<file path="config.mk">
export PLATFORM = sky130hd
export DESIGN_NAME = fwft_fifo_param
export DESIGN_NICKNAME = d
export VERILOG_FILES = /design/src/rtl/fifo_pkg.sv /design/src/rtl/fwft_fifo_mem.sv /design/src/rtl/fwft_fifo_param.sv
export SDC_FILE = /design/constraint.sdc
export NUM_CORES = 1
export LEC_CHECK = 0
export CELL_PAD_IN_SITES_DETAIL_PLACEMENT = 0
export CELL_PAD_IN_SITES_GLOBAL_PLACEMENT = 1
export CORE_MARGIN = 4
export CORE_UTILIZATION = 46
export CTS_BUF_LIST = sky130_fd_sc_hd__clkbuf_4 sky130_fd_sc_hd__clkbuf_8 sky130_fd_sc_hd__clkbuf_16
export DETAILED_ROUTE_END_ITERATION = 10
export PLACE_DENSITY = 0.76
export SYNTH_ARGS = -nofsm -noshare
export SYNTH_HDL_FRONTEND = slang
export SYNTH_SLANG_ARGS = --single-unit
export TNS_END_PERCENT = 100
</file>
<file path="constraint.sdc">
create_clock -name clk -period 2.41 [get_ports clk]
set_clock_uncertainty 0.1 [all_clocks]
set_input_delay 0.482 -clock clk [delete_from_list [all_inputs] [get_ports clk]]
set_output_delay 0.482 -clock clk [all_outputs]
set_load 0.005 [all_outputs]
</file>
<file path="src/rtl/fifo_pkg.sv">
// Shared FIFO helpers: width calculation and parameter-legality checks
// for the parametrised FIFO family.
package fifo_pkg;

  // Ceiling log2 for constant expressions; clog2(1) = 0.
  function automatic int clog2(input int value);
    int result;
    result = 0;
    while ((1 << result) < value) begin
      result = result + 1;
    end
    return result;
  endfunction

  // Default geometry of the family; module instances derive their own widths
  // from their DEPTH parameter through the helpers below.
  localparam int DEFAULT_DEPTH = 16;
  localparam int PTR_W = clog2(DEFAULT_DEPTH);
  localparam int CNT_W = PTR_W + 1;

  // Pointer width for a given depth.
  function automatic int fifo_ptr_w(input int depth);
    return clog2(depth);
  endfunction

  // Count width: one bit wider than the pointers so DEPTH itself is representable.
  function automatic int fifo_cnt_w(input int depth);
    return clog2(depth) + 1;
  endfunction

  // DEPTH must be a power of two and at least 2.
  function automatic bit fifo_depth_ok(input int depth);
    return (depth >= 2) && ((depth & (depth - 1)) == 0);
  endfunction

  // Almost-full threshold in 1..DEPTH, almost-empty threshold in 0..DEPTH-1.
  function automatic bit fifo_thresh_ok(input int depth, input int af, input int ae);
    return (af >= 1) && (af <= depth) && (ae >= 0) && (ae <= depth - 1);
  endfunction

endpackage

</file>
<file path="src/rtl/fwft_fifo_mem.sv">
// FIFO storage: one synchronous write port and one asynchronous read port,
// written so the array maps onto distributed RAM. Contents are never reset.
module fwft_fifo_mem
  import fifo_pkg::*;
#(
  parameter int DATA_W = 8,
  parameter int DEPTH  = 16,
  parameter int ADDR_W = fifo_ptr_w(DEPTH)
) (
  input  logic              clk,
  input  logic              we,
  input  logic [ADDR_W-1:0] wr_addr,
  input  logic [DATA_W-1:0] wr_data,
  input  logic [ADDR_W-1:0] rd_addr,
  output logic [DATA_W-1:0] rd_data
);

  logic [DATA_W-1:0] mem [DEPTH];

  // Write port: store the incoming word on an enabled edge.
  always_ff @(posedge clk) begin
    if (we) begin
      mem[wr_addr] <= wr_data;
    end
  end

  // Asynchronous read gives the head word without a read request.
  assign rd_data = mem[rd_addr];

endmodule

</file>
<file path="src/rtl/fwft_fifo_param.sv">
// Parametrised first-word-fall-through synchronous FIFO with occupancy count,
// almost-full/almost-empty thresholds and overflow/underflow pulses.
// Optional macro FWFT_FIFO_FLUSH_EN adds a 'flush' input that empties the
// queue (pointers and count) without touching memory.
module fwft_fifo_param
  import fifo_pkg::*;
#(
  parameter int DATA_W    = 8,
  parameter int DEPTH     = 16,
  parameter int AF_THRESH = 14,
  parameter int AE_THRESH = 2
) (
  input  logic                        clk,
  input  logic                        rst,
`ifdef FWFT_FIFO_FLUSH_EN
  input  logic                        flush,
`endif
  input  logic [DATA_W-1:0]           din,
  input  logic                        wr_en,
  input  logic                        rd_en,
  output logic [DATA_W-1:0]           dout,
  output logic                        empty,
  output logic                        full,
  output logic                        almost_empty,
  output logic                        almost_full,
  output logic [fifo_cnt_w(DEPTH)-1:0] count,
  output logic                        overflow,
  output logic                        underflow
);

  localparam int PTR_W = fifo_ptr_w(DEPTH);
  localparam int CNT_W = fifo_cnt_w(DEPTH);

  localparam logic [CNT_W-1:0] FULL_CNT = CNT_W'(DEPTH);
  localparam logic [CNT_W-1:0] AF_CNT   = CNT_W'(AF_THRESH);
  localparam logic [CNT_W-1:0] AE_CNT   = CNT_W'(AE_THRESH);

  // Elaboration-time guard against illegal geometry.
  if (!fifo_depth_ok(DEPTH)) begin : g_bad_depth
    $error("fwft_fifo_param: DEPTH must be a power of two >= 2");
  end
  if (!fifo_thresh_ok(DEPTH, AF_THRESH, AE_THRESH)) begin : g_bad_thresh
    $error("fwft_fifo_param: AF_THRESH/AE_THRESH out of range");
  end

  logic [PTR_W-1:0] wr_ptr_reg, wr_ptr_next;
  logic [PTR_W-1:0] rd_ptr_reg, rd_ptr_next;
  logic [CNT_W-1:0] count_reg, count_next;
  logic             overflow_reg, underflow_reg;
  logic             wr_acc, rd_acc;
  logic             clear;

`ifdef FWFT_FIFO_FLUSH_EN
  assign clear = rst | flush;
`else
  assign clear = rst;
`endif

  // Status flags come straight from the registered count.
  assign empty        = (count_reg == '0);
  assign full         = (count_reg == FULL_CNT);
  assign almost_empty = (count_reg <= AE_CNT);
  assign almost_full  = (count_reg >= AF_CNT);
  assign count        = count_reg;
  assign overflow     = overflow_reg;
  assign underflow    = underflow_reg;

  // A read frees a slot in the same cycle, so a full FIFO can still accept
  // a write alongside it.
  assign rd_acc = rd_en & ~empty;
  assign wr_acc = wr_en & (~full | rd_acc);

  fwft_fifo_mem #(
    .DATA_W (DATA_W),
    .DEPTH  (DEPTH),
    .ADDR_W (PTR_W)
  ) u_mem (
    .clk     (clk),
    .we      (wr_acc & ~clear),
    .wr_addr (wr_ptr_reg),
    .wr_data (din),
    .rd_addr (rd_ptr_reg),
    .rd_data (dout)
  );

  // Next-state for pointers and occupancy.
  always_comb begin
    wr_ptr_next = wr_ptr_reg;
    rd_ptr_next = rd_ptr_reg;
    count_next  = count_reg;
    if (wr_acc) begin
      wr_ptr_next = wr_ptr_reg + PTR_W'(1);
    end
    if (rd_acc) begin
      rd_ptr_next = rd_ptr_reg + PTR_W'(1);
    end
    case ({wr_acc, rd_acc})
      2'b10:   count_next = count_reg + CNT_W'(1);
      2'b01:   count_next = count_reg - CNT_W'(1);
      default: count_next = count_reg;
    endcase
  end

  // State registers; reset and flush both empty the queue without error pulses.
  always_ff @(posedge clk) begin
    if (clear) begin
      wr_ptr_reg    <= '0;
      rd_ptr_reg    <= '0;
      count_reg     <= '0;
      overflow_reg  <= 1'b0;
      underflow_reg <= 1'b0;
    end else begin
      wr_ptr_reg    <= wr_ptr_next;
      rd_ptr_reg    <= rd_ptr_next;
      count_reg     <= count_next;
      overflow_reg  <= wr_en & ~wr_acc;
      underflow_reg <= rd_en & ~rd_acc;
    end
  end

endmodule

</file>
### After elaboration in Yosys (flattened, before gate mapping)

Memory sizes are Yosys's and may differ from the RTL's. A register that Yosys moved wholly into a read port is not among the register bits.
Index checks and enable logic that the tools add are counted.

* bits in registers: 15
* RAM bits: 128
* bits of input ports: 12
* logic and storage cells: 33
* memories kept: 1

* add/sub/neg operators: 4
* magnitude comparators: 2
* equal/unequal tests: 3
* mux-type cells: 5
* bitwise logic cells: 11
* reductions and logical operators: 2

Memory list
* u_mem.mem: words 16, width 8, read ports 1, clocked after Yosys merged registers in 1, write ports 1, RTL line fwft_fifo_mem.sv:18 `logic [DATA_W-1:0] mem [DEPTH];`

Operators by type and width (number)
* $pmux W5 S2: 1
* $add A4 B1 Y4 const B: 2
* $mux W4: 2
* $add A5 B1 Y5 const B: 1
* $and A1 B1 Y1: 5
* $eq A5 B5 Y1 const B: 1
* $ge A5 B4 Y1 const B: 1
* $le A5 B2 Y1 const B: 1
* $logic_not A5 Y1: 1
* $not A1 Y1: 5
* $sub A5 B1 Y5 const B: 1
* $eq A2 B1 Y1 const B: 1
* $eq A2 B2 Y1 const B: 1
* $mux W1: 2
* $reduce_bool A2 Y1: 1
* $or A1 B1 Y1: 1

### Depth between registers and ports, before layout

Gate-level depths: netlist of run 1.

* depth in word-level cells: 8
* depth in mapped cells: 9
* gate-level depth less buffers: 8

### By module

From an unflattened synthesis of run 1, not the netlist that was laid out.

* cell total of the unflattened synthesis: 312
* area total of the unflattened synthesis: 5801.8 um^2

By module, submodules not included
* fwft_fifo_mem: times used 1, cells an instance 221, area an instance 4987.3 um^2, seq. area each 3843.7 um^2
* fwft_fifo_param: times used 1, cells an instance 91, area an instance 814.5 um^2, seq. area each 300.3 um^2

### Worst setup path after synthesis of run 1

No wires, ideal clock.

* path type: register -> register
* from: register count_reg[1] (netlist: count[1])
* to: register count_reg[4] (netlist: count[4])
* arrival: 2498 ps
* data required time: 2235 ps
* slack: -263 ps
* stages on the path, launching flop included: 9
* clock period less this slack: 2673 ps
* path through: dfxtp_1 or4_4 o21ai_1 inv_1 fa_1 a21o_1 a2111oi_0 o21ai_0 a31oi_1

* longest elaborated chain between the ends: 7
* elaborated cells on any way between the ends: 13

Ends and longest elaborated chain
* from (decl): RTL line fwft_fifo_param.sv:48 `logic [CNT_W-1:0] count_reg, count_next;`
* from (signal assigned): RTL line fwft_fifo_param.sv:115 `count_reg <= count_next;`
* $logic_not A5 Y1: RTL line fwft_fifo_param.sv:60 `assign empty = (count_reg == '0);`
* $not A1 Y1: RTL line fwft_fifo_param.sv:70 `assign rd_acc = rd_en & ~empty;`
* $and A1 B1 Y1: RTL line fwft_fifo_param.sv:70
* $or A1 B1 Y1: RTL line fwft_fifo_param.sv:71 `assign wr_acc = wr_en & (~full | rd_acc);`
* $and A1 B1 Y1: RTL line fwft_fifo_param.sv:71
* $eq A2 B1 Y1 or $eq A2 B2 Y1 (tied branches): RTL line fwft_fifo_param.sv:97 `case ({wr_acc, rd_acc})`
* $pmux W5 S2 or $reduce_bool A2 Y1 (tied branches)

Parallel ways exist; a longest one is shown, timed or not.
A chain may end at the register's enable or synchronous reset.

==> results of run 1 <==
[cells in the final DEF (no fill, tap or decap), types with 9 or more instances in the layout]
cell             netlist  final
dfxtp_1               19     15
clkbuf_16              0     17
buf_4                  0     45
nor2_1                24     24
nand2_1               10     10
edfxtp_1             128    128
buf_2                  3      9
clkdlybuf4s50_1        0     19
mux4_2                32     32
a22oi_2                0     15
[path summary, 6_finish.rpt]
| path | cells after the start | end | startpoint | slack, ns |
|---|---|---|---|---|
| max reg2reg | 9 | count[4]$_SDFFE_PP0P_ | count[1]$_SDFFE_PP0P_ | -0.11 |
| min | 2 | rd_ptr_reg[3]$_SDFFE_PP0N_ | rd_ptr_reg[3]$_SDFFE_PP0N_ | 0.43 |
| max | 6 | dout[6] | flop | -0.23 |
| min reg2reg | 2 | rd_ptr_reg[3]$_SDFFE_PP0N_ | rd_ptr_reg[3]$_SDFFE_PP0N_ | 0.43 |
[power breakdown]
part / internal [mW] / switching, mW
sequential: 2.87 / 0.0813
combinational: 1.19 / 0.955
clock: 1.85 / 0.946
[tightest hold or removal path: stages, from the launching register on]
cell and delay (ns):
dfxtp_1 0.32, xor2_1 0.06, nor2_1 0.11
[what timing repair did]
item	4_1_cts	5_1_grt
setup buffers	16	3
gates resized for setup	75	11
gates cloned	2	0
hold endpoints to repair	0	0
pin swaps	22	6
setup endpoints to repair	12	13
[area by class of cell]
type	instances	area (sq um)
Clock buffer	20	448
Clock inverter	11	185
Fill cell	913	4880
Inverter	6	22.5
Multi-Input combinational cell	158	1760
Sequential cell	147	4230
Tap cell	172	215
Timing Repair Buffer	93	878
[cell families (layout without fill, tap and decap cells)]
logic type	Yosys count	in the layout
buffers and inverters	23	130
XOR/XNOR	7	7
AO/OA/AOI/OAI	41	41
adder cells (fa/ha/maj)	9	9
multiplexers	35	35
flip-flops	147	147
AND/OR/NAND/NOR	66	66
[through the flow]
step | total power [mW] | util, %
2_1_floorplan | 3.94 | -
3_3_place_gp | 4.67 | 53.6
3_5_place_dp | 4.71 | 53.6
4_1_cts | 7.88 | 60.9
5_1_grt | 8.23 | 61.3
6_report | 7.90 | 61.3
[per-layer routing]
metal / GRT usage [%] / vias to the layer above / wire (um)
met5: 0 / - / 0
met4: 5.88 / 0 / 259
met3: 4.38 / 19 / 694
met2: 30.4 / 102 / 6440
met1: 24.2 / 1717 / 5160
li1: - / 1515 / -
==> out/results.tsv, run 1 <==
metric	value	unit
Longest Clk Path Bufs	2	
status	complete, but fails checks	
Post-Synth Simple-Gate Area	5.85	%
#FFs+latches synth	147	
Nets	444	
drt total wl	12.6	mm
Post-synth top flop	edfxtp_1	
DP Wirelength	7.81	mm
num rows	41	
initial antenna violation count	0	
Synth Net Count	349	
Worst-path clk slew	0.05	ns
Synth Warn #	0	
DRT iter0 DRCs	252	
CP startpoint kind	flop	
Post-Synth Adder-Cell Area	2.03	%
full die area	14700	sq um
Root Driver	clkbuf_16	
ys async rst share	0	%
CP max stage cell	mux4_2	
final setup vio count	9	
placed cell count	556	
crit-path max FO	6	
total negative slack	-1.73	ns
CTS Buf Count	17	
Setup CP Type	reg -> out	
main combinational cell family by area after synthesis	multiplexers	
critical path arrival	2.05	ns
starting density of the core	46.8	%
syn avg cell area	18.0	sq um
Hold WS	0.434	ns
Non-Filler Instances	607	
CTS tree	yes	
number of flops mapped to enable cells by yosys	128	
worst-margin pin slew	0.899	ns
antenna cells	0	
max reg flops	128	
Final Hold Viols	0	
Final min period	2.64	ns
Buffers on Ports	30	
share of cells above drive strength 1	39.5	%
CP Capture Type	primary output	
top-count cell post-synth	edfxtp_1	
core area	12600	sq um
cell area after layout	7740	sq um
hold_buf cts	0	
Placement Setup Slack	-0.217	ns
register area share after synthesis	71.5	%
antenna viol nets, final	0	
total grt overflow	0	
total vias in the final route	3353	
Post-DP Area	6760	sq um
top cells by area, synth	edfxtp_1 65%, mux4_2 12%, dfxtp_1 6.4%	
hold crit path type	reg -> reg	
XOR/XNOR share of the synthesized area	1.04	%
post-synth top area cell	edfxtp_1	
first-pass GRT wire length	19.9	mm
slack of the critical path	-0.226	ns
Placer Congestion	0.906	
largest net degree at the start of global routing	28	
Compound-Gate Fraction of Synth Area	5.17	%
max_slew headroom	39.8	%
post-synth top area share	65.1	%
IO Count	31	
Remaining DRCs	0	
Area Overhead vs Synth	31.1	%
required time worst endpoint	1.83	ns
Max stage delay on crit path	0.52	ns
number of distinct library cells after synthesis	43	
Cell Area, Synth	5910	sq um
Vias/cell	5.52	
post-synthesis mux area share	12.7	%
worst path cell trace	buf_16 -> buf_12 -> mux4_2 -> a22oi_2 -> nand2_1 -> buf_2	
f_max	0.379	GHz
vias in the first global route	3435	
Max Slew Vio Count	0	
Die X	121	um
Critical path buffers and inverters	3	
CTS Sinks	147	
delay-heaviest family, CP	multiplexers	
GRT Util Overall	18.4	%
Max Cap Viol	0	
worst skew pair latency	0.40	ns
Syn Inst Count	328	
Leakage	2.66	nW
worst vdd ir	0.701	mV
PwrDens	1020	nW/um^2
commonest cells in the netlist	128 x edfxtp_1, 32 x mux4_2, 24 x nor2_1, 19 x dfxtp_1, 16 x a22oi_1	
unrepaired setup endpoints after global routing	true	
H-tree levels	4	
fin crit share	109	%
DRT Pass-1 Iters	4	
Die Ht	121	um
wire per inst	20.7	um
failing checks	negative setup slack	
Power figures use the tool's default switching activity.
==> inputs of run 2 (changes only) <==
CORE_ASPECT_RATIO = 1.5   (was not set)
GPL_ROUTABILITY_DRIVEN = 0   (was not set)
==> run 2 against run 1 <==
Against the previous run: the flow still finishes with violations (negative setup slack); sequential power is essentially flat; global-route usage grew 1.4 points; wire length grew 7.0%; largest cell class unchanged; critical path type unchanged; via count grew 1.6%.
==> out/results.tsv, run 2 (same netlist as run 1, synthesis figures left out) <==
metric	value	unit
unrepaired setup endpoints after global routing	true	
Die X	101	um
Max Slew Vio Count	0	
f_max	0.377	GHz
Area Overhead vs Synth	32.6	%
placed cell count	551	
Longest Clk Path Bufs	2	
CP startpoint kind	flop	
DP Wirelength	8.42	mm
slack of the critical path	-0.241	ns
failing checks	negative setup slack	
max_slew headroom	57.2	%
IO Count	31	
Max Cap Viol	0	
most common cell after layout, fill and taps aside	edfxtp_1	
drt total wl	13.4	mm
wire per inst	22.1	um
Worst-path clk slew	0.06	ns
Buffers on Ports	30	
starting density of the core	47.2	%
PwrDens	1010	nW/um^2
share of cells above drive strength 1	42.9	%
antenna viol nets, final	0	
hold crit path type	reg -> reg	
worst-margin pin slew	0.640	ns
CP Capture Type	primary output	
critical path arrival	2.07	ns
Remaining DRCs	0	
total vias in the final route	3408	
Hold WS	0.437	ns
antenna cells	0	
Finished Core Util	62.6	%
Die Ht	147	um
initial antenna violation count	0	
Final Hold Viols	0	
required time worst endpoint	1.83	ns
CP max stage cell	mux4_2	
Nets	460	
worst path cell trace	buf_12 -> buf_6 -> mux4_2 -> a22oi_2 -> buf_4 -> nand2_2 -> buf_2	
DRT iter0 DRCs	231	
full die area	14800	sq um
first-pass GRT wire length	21.2	mm
delay-heaviest family, CP	buffers and inverters	
GRT Util Overall	19.8	%
Setup CP Type	reg -> out	
crit-path max FO	6	
Non-Filler Instances	608	
worst skew pair latency	0.41	ns
fin crit share	110	%
DRT Pass-1 Iters	4	
CTS tree	yes	
vias in the first global route	3672	
total grt overflow	0	
most frequent cells in the layout	128 x edfxtp_1, 60 x buf_4, 32 x mux4_2, 22 x nor2_1, 19 x clkdlybuf4s50_1	
largest net degree at the start of global routing	18	
Max stage delay on crit path	0.51	ns
Vias/cell	5.61	
worst vdd ir	0.804	mV
final setup vio count	10	
core area	12500	sq um
Critical path buffers and inverters	4	
CTS Sinks	147	
Final min period	2.65	ns
CTS Buf Count	17	
max reg flops	128	
num rows	50	
H-tree levels	4	
worst r2r src	count[0]$_SDFFE_PP0P_	
status	complete, but fails checks	
Leakage	2.74	nW
Root Driver	clkbuf_16	
Min-Delay Startpoint	rd_ptr_reg[3]$_SDFFE_PP0N_	
==> run 2: cell count changes in the layout (fill, tap and decap cells not counted), moves of 2 or more <==
cell / before / now
buf_4: 45 / 60
clkinv_2: 0 / 2
buf_12: 7 / 5
buf_8: 2 / 4
nor2_2: 0 / 2
clkbuf_4: 3 / 5
nor2_1: 24 / 22
clkinv_1: 3 / 1
nand2_1: 10 / 7
nand2_2: 0 / 3
buf_6: 8 / 10
==> run 2: stage by stage <==
step	setup TNS (ns)	setup slack [ns]	area [sq um]	power [mW]
final	-1.62	-0.241	7830	7.89
after global routing	-2.45	-0.337	7830	8.25
after CTS	-1.95	-0.285	7740	7.82
after detailed placement	-12.43	-0.219	6820	4.75
after global placement	-13.05	-0.207	6820	4.72
after floorplan	-0.0258	-0.0258	5920	3.94
==> run 2: tightest hold or removal path, delay by kind of cell, from the launching register on <==
kind                      cells  cell delay, ns
xor gates and xnor gates      1            0.06
DFF                           1            0.32
and+or+nand+nor               1            0.11
==> run 2: cell type report <==
type	count	area (sq um)
multi-input combinational	158	1790
clock inverter	10	159
sequential	147	4230
clock buffer	22	463
timing repair buffer	109	976
fill	881	4680
inverter	6	22.5
tap	156	195
==> run 2: per-layer routing <==
layer  track usage (%)  wire length [um]  up-vias
li1                  -                 -     1539
met2              34.8              7430       93
met4              8.50               397        0
met5                 0                 0        -
met1              23.0              5060     1751
met3              4.37               554       25
==> run 2: report_power, final <==
group	leakage [nW]	total [mW]	switching (mW)	internal, mW
Clock	0.307	2.74	0.959	1.79
Combinational	1.12	2.21	0.986	1.23
Sequential	1.31	2.93	0.0655	2.86
==> run 2: path summary, 6_finish.rpt <==
path	to	cells past startpoint	slack, ns
min	rd_ptr_reg[3]$_SDFFE_PP0N_	2	0.44
max	dout[1]	7	-0.24
max reg2reg	count[4]$_SDFFE_PP0P_	9	-0.13
min reg2reg	rd_ptr_reg[3]$_SDFFE_PP0N_	2	0.44
==> run 2: repair_timing <==
action / in CTS / in global routing
resized for setup: 78 / 17
setup buffers: 22 / 5
setup endpoints to repair: 12 / 13
pin swaps: 19 / 11
cloned: 1 / 0
hold buffers: 0 / 0
==> inputs of run 3 (changes only) <==
CORE_UTILIZATION = 48   (was 46)
CTS_BUF_LIST = sky130_fd_sc_hd__clkbuf_8   (was sky130_fd_sc_hd__clkbuf_4 sky130_fd_sc_hd__clkbuf_8 sky130_fd_sc_hd__clkbuf_16)
PLACE_DENSITY = 0.78   (was 0.76)
TNS_END_PERCENT = 50   (was 100)
==> run 3 against run 2 <==
Against the previous run: the flow still finishes with violations (negative setup slack); critical path depth stayed put; worst setup slack worse by 0.028 ns; core utilization is 0.80 points lower; final cell count is 3.8% lower; clock power is 30% lower; global-route usage is 0.75 points lower; maximum frequency is 1.0% lower; power is 13% lower; sequential power hardly changed; critical endpoint is now dout[2]; largest cell class unchanged.
==> out/results.tsv, run 3 (same netlist as run 1, synthesis figures left out) <==
metric	value	unit
drt total wl	12.8	mm
required time worst endpoint	1.83	ns
worst skew pair latency	0.43	ns
most common cell after layout, fill and taps aside	edfxtp_1	
Finished Core Util	61.8	%
Critical path buffers and inverters	4	
unrepaired setup endpoints after global routing	true	
Setup CP Type	reg -> out	
Die Ht	144	um
full die area	14200	sq um
largest net degree at the start of global routing	18	
first-pass GRT wire length	19.8	mm
PwrDens	920	nW/um^2
DP Wirelength	8.22	mm
initial antenna violation count	0	
crit-path max FO	4	
Buffers on Ports	30	
status	complete, but fails checks	
delay-heaviest family, CP	buffers and inverters	
H-tree levels	4	
CP startpoint kind	flop	
Remaining DRCs	0	
antenna cells	0	
critical path arrival	2.10	ns
Longest Clk Path Bufs	2	
max_slew headroom	42.1	%
wire per inst	21.8	um
Final Hold Viols	0	
IO Count	31	
Die X	98.6	um
Worst-path clk slew	0.08	ns
Nets	440	
total vias in the final route	3312	
hold crit path type	reg -> reg	
most frequent cells in the layout	128 x edfxtp_1, 47 x buf_4, 32 x mux4_2, 24 x nor2_1, 19 x clkdlybuf4s50_1	
slack of the critical path	-0.269	ns
Area Overhead vs Synth	25.8	%
antenna viol nets, final	0	
starting density of the core	49.1	%
worst-margin pin slew	0.866	ns
failing checks	negative setup slack	
Root Driver	clkbuf_8	
CP max stage cell	mux4_2	
DRT Pass-1 Iters	4	
worst vdd ir	0.891	mV
# fillers	899	
CTS tree	yes	
share of cells above drive strength 1	38.7	%
GRT Util Overall	19.1	%
fin crit share	111	%
total grt overflow	0	
Final min period	2.68	ns
hold_buf cts	0	
f_max	0.373	GHz
DRT iter0 DRCs	205	
worst path cell trace	buf_12 -> buf_6 -> mux4_2 -> a22oi_2 -> buf_4 -> nand2_2 -> buf_6	
Worst path most repeated cell	buf_6	
CTS Buf Count	17	
Max Cap Viol	0	
CTS Sinks	147	
final setup vio count	8	
total negative slack	-1.72	ns
vias in the first global route	3508	
CP Capture Type	primary output	
num rows	49	
Max Slew Vio Count	0	
core area	12000	sq um
Max stage delay on crit path	0.50	ns
Leakage	2.52	nW
max reg flops	128	
Vias/cell	5.66	
## run 3: routing by layer
metal / GRT usage [%] / routed length [um]
met3: 5.15 / 670
met1: 21.6 / 4620
met4: 7.19 / 248
met5: 0 / 0
met2: 34.4 / 7220
## run 3: worst register-to-register path: stages, from the launching register on
cell	delay, ns
dfxtp_2	0.33
or4_4	0.57
o21ai_4	0.15
inv_2	0.08
fa_2	0.35
a21o_1	0.21
a2111oi_4	0.31
o21ai_1	0.09
a31oi_1	0.12
## run 3: path summary, 6_finish.rpt
| path | cells after the start | slack, ns | startpoint | endpoint |
|---|---|---|---|---|
| setup / recovery | 7 | -0.27 | flop | dout[2] |
| hold / removal | 2 | 0.43 | rd_ptr_reg[3]$_SDFFE_PP0N_ | flop |
| setup reg to reg | 8 | 0.05 | count[0]$_SDFFE_PP0P_ | count[4]$_SDFFE_PP0P_ |
| hold reg to reg | 2 | 0.43 | rd_ptr_reg[3]$_SDFFE_PP0N_ | flop |
## run 3: stage by stage
step	area (sq um)	cells	hold WS (ns)	power [mW]	setup WS [ns]
final	7430	585	0.433	6.83	-0.269
after global routing	7430	585	0.468	7.17	-0.359
after CTS	7380	586	0.444	6.85	-0.293
after detailed placement	6760	544	0.425	4.69	-0.281
after global placement	6760	544	0.408	4.66	-0.200
after floorplan	5920	328	0.385	3.94	-0.0258
## run 3: final cells by class
class | instances | area [sq um] | area share [%]
clock buffers | 17 | 234 | 3.15
clock inverters | 15 | 168 | 2.26
inverters | 6 | 22.5 | 0.303
multi-input cells | 158 | 1760 | 23.7
flip-flops and latches | 147 | 4230 | 57.0
well taps | 153 | 191 | 2.58
repair buffers | 89 | 821 | 11.1
## run 3: report_power, final
| group | switching, mW | total (mW) | internal [mW] |
|---|---|---|---|
| clock | 0.902 | 1.91 | 1.01 |
| combinational | 0.909 | 1.98 | 1.07 |
| sequential | 0.0797 | 2.94 | 2.86 |
| total | 1.89 | 6.83 | 4.94 |
## run 3: timing repair
action | 4_1_cts | 5_1_grt
pin swaps | 13 | 13
resized for setup | 64 | 17
setup endpoints to repair | 13 | 35
setup buffers | 9 | 1
gates cloned | 1 | 0
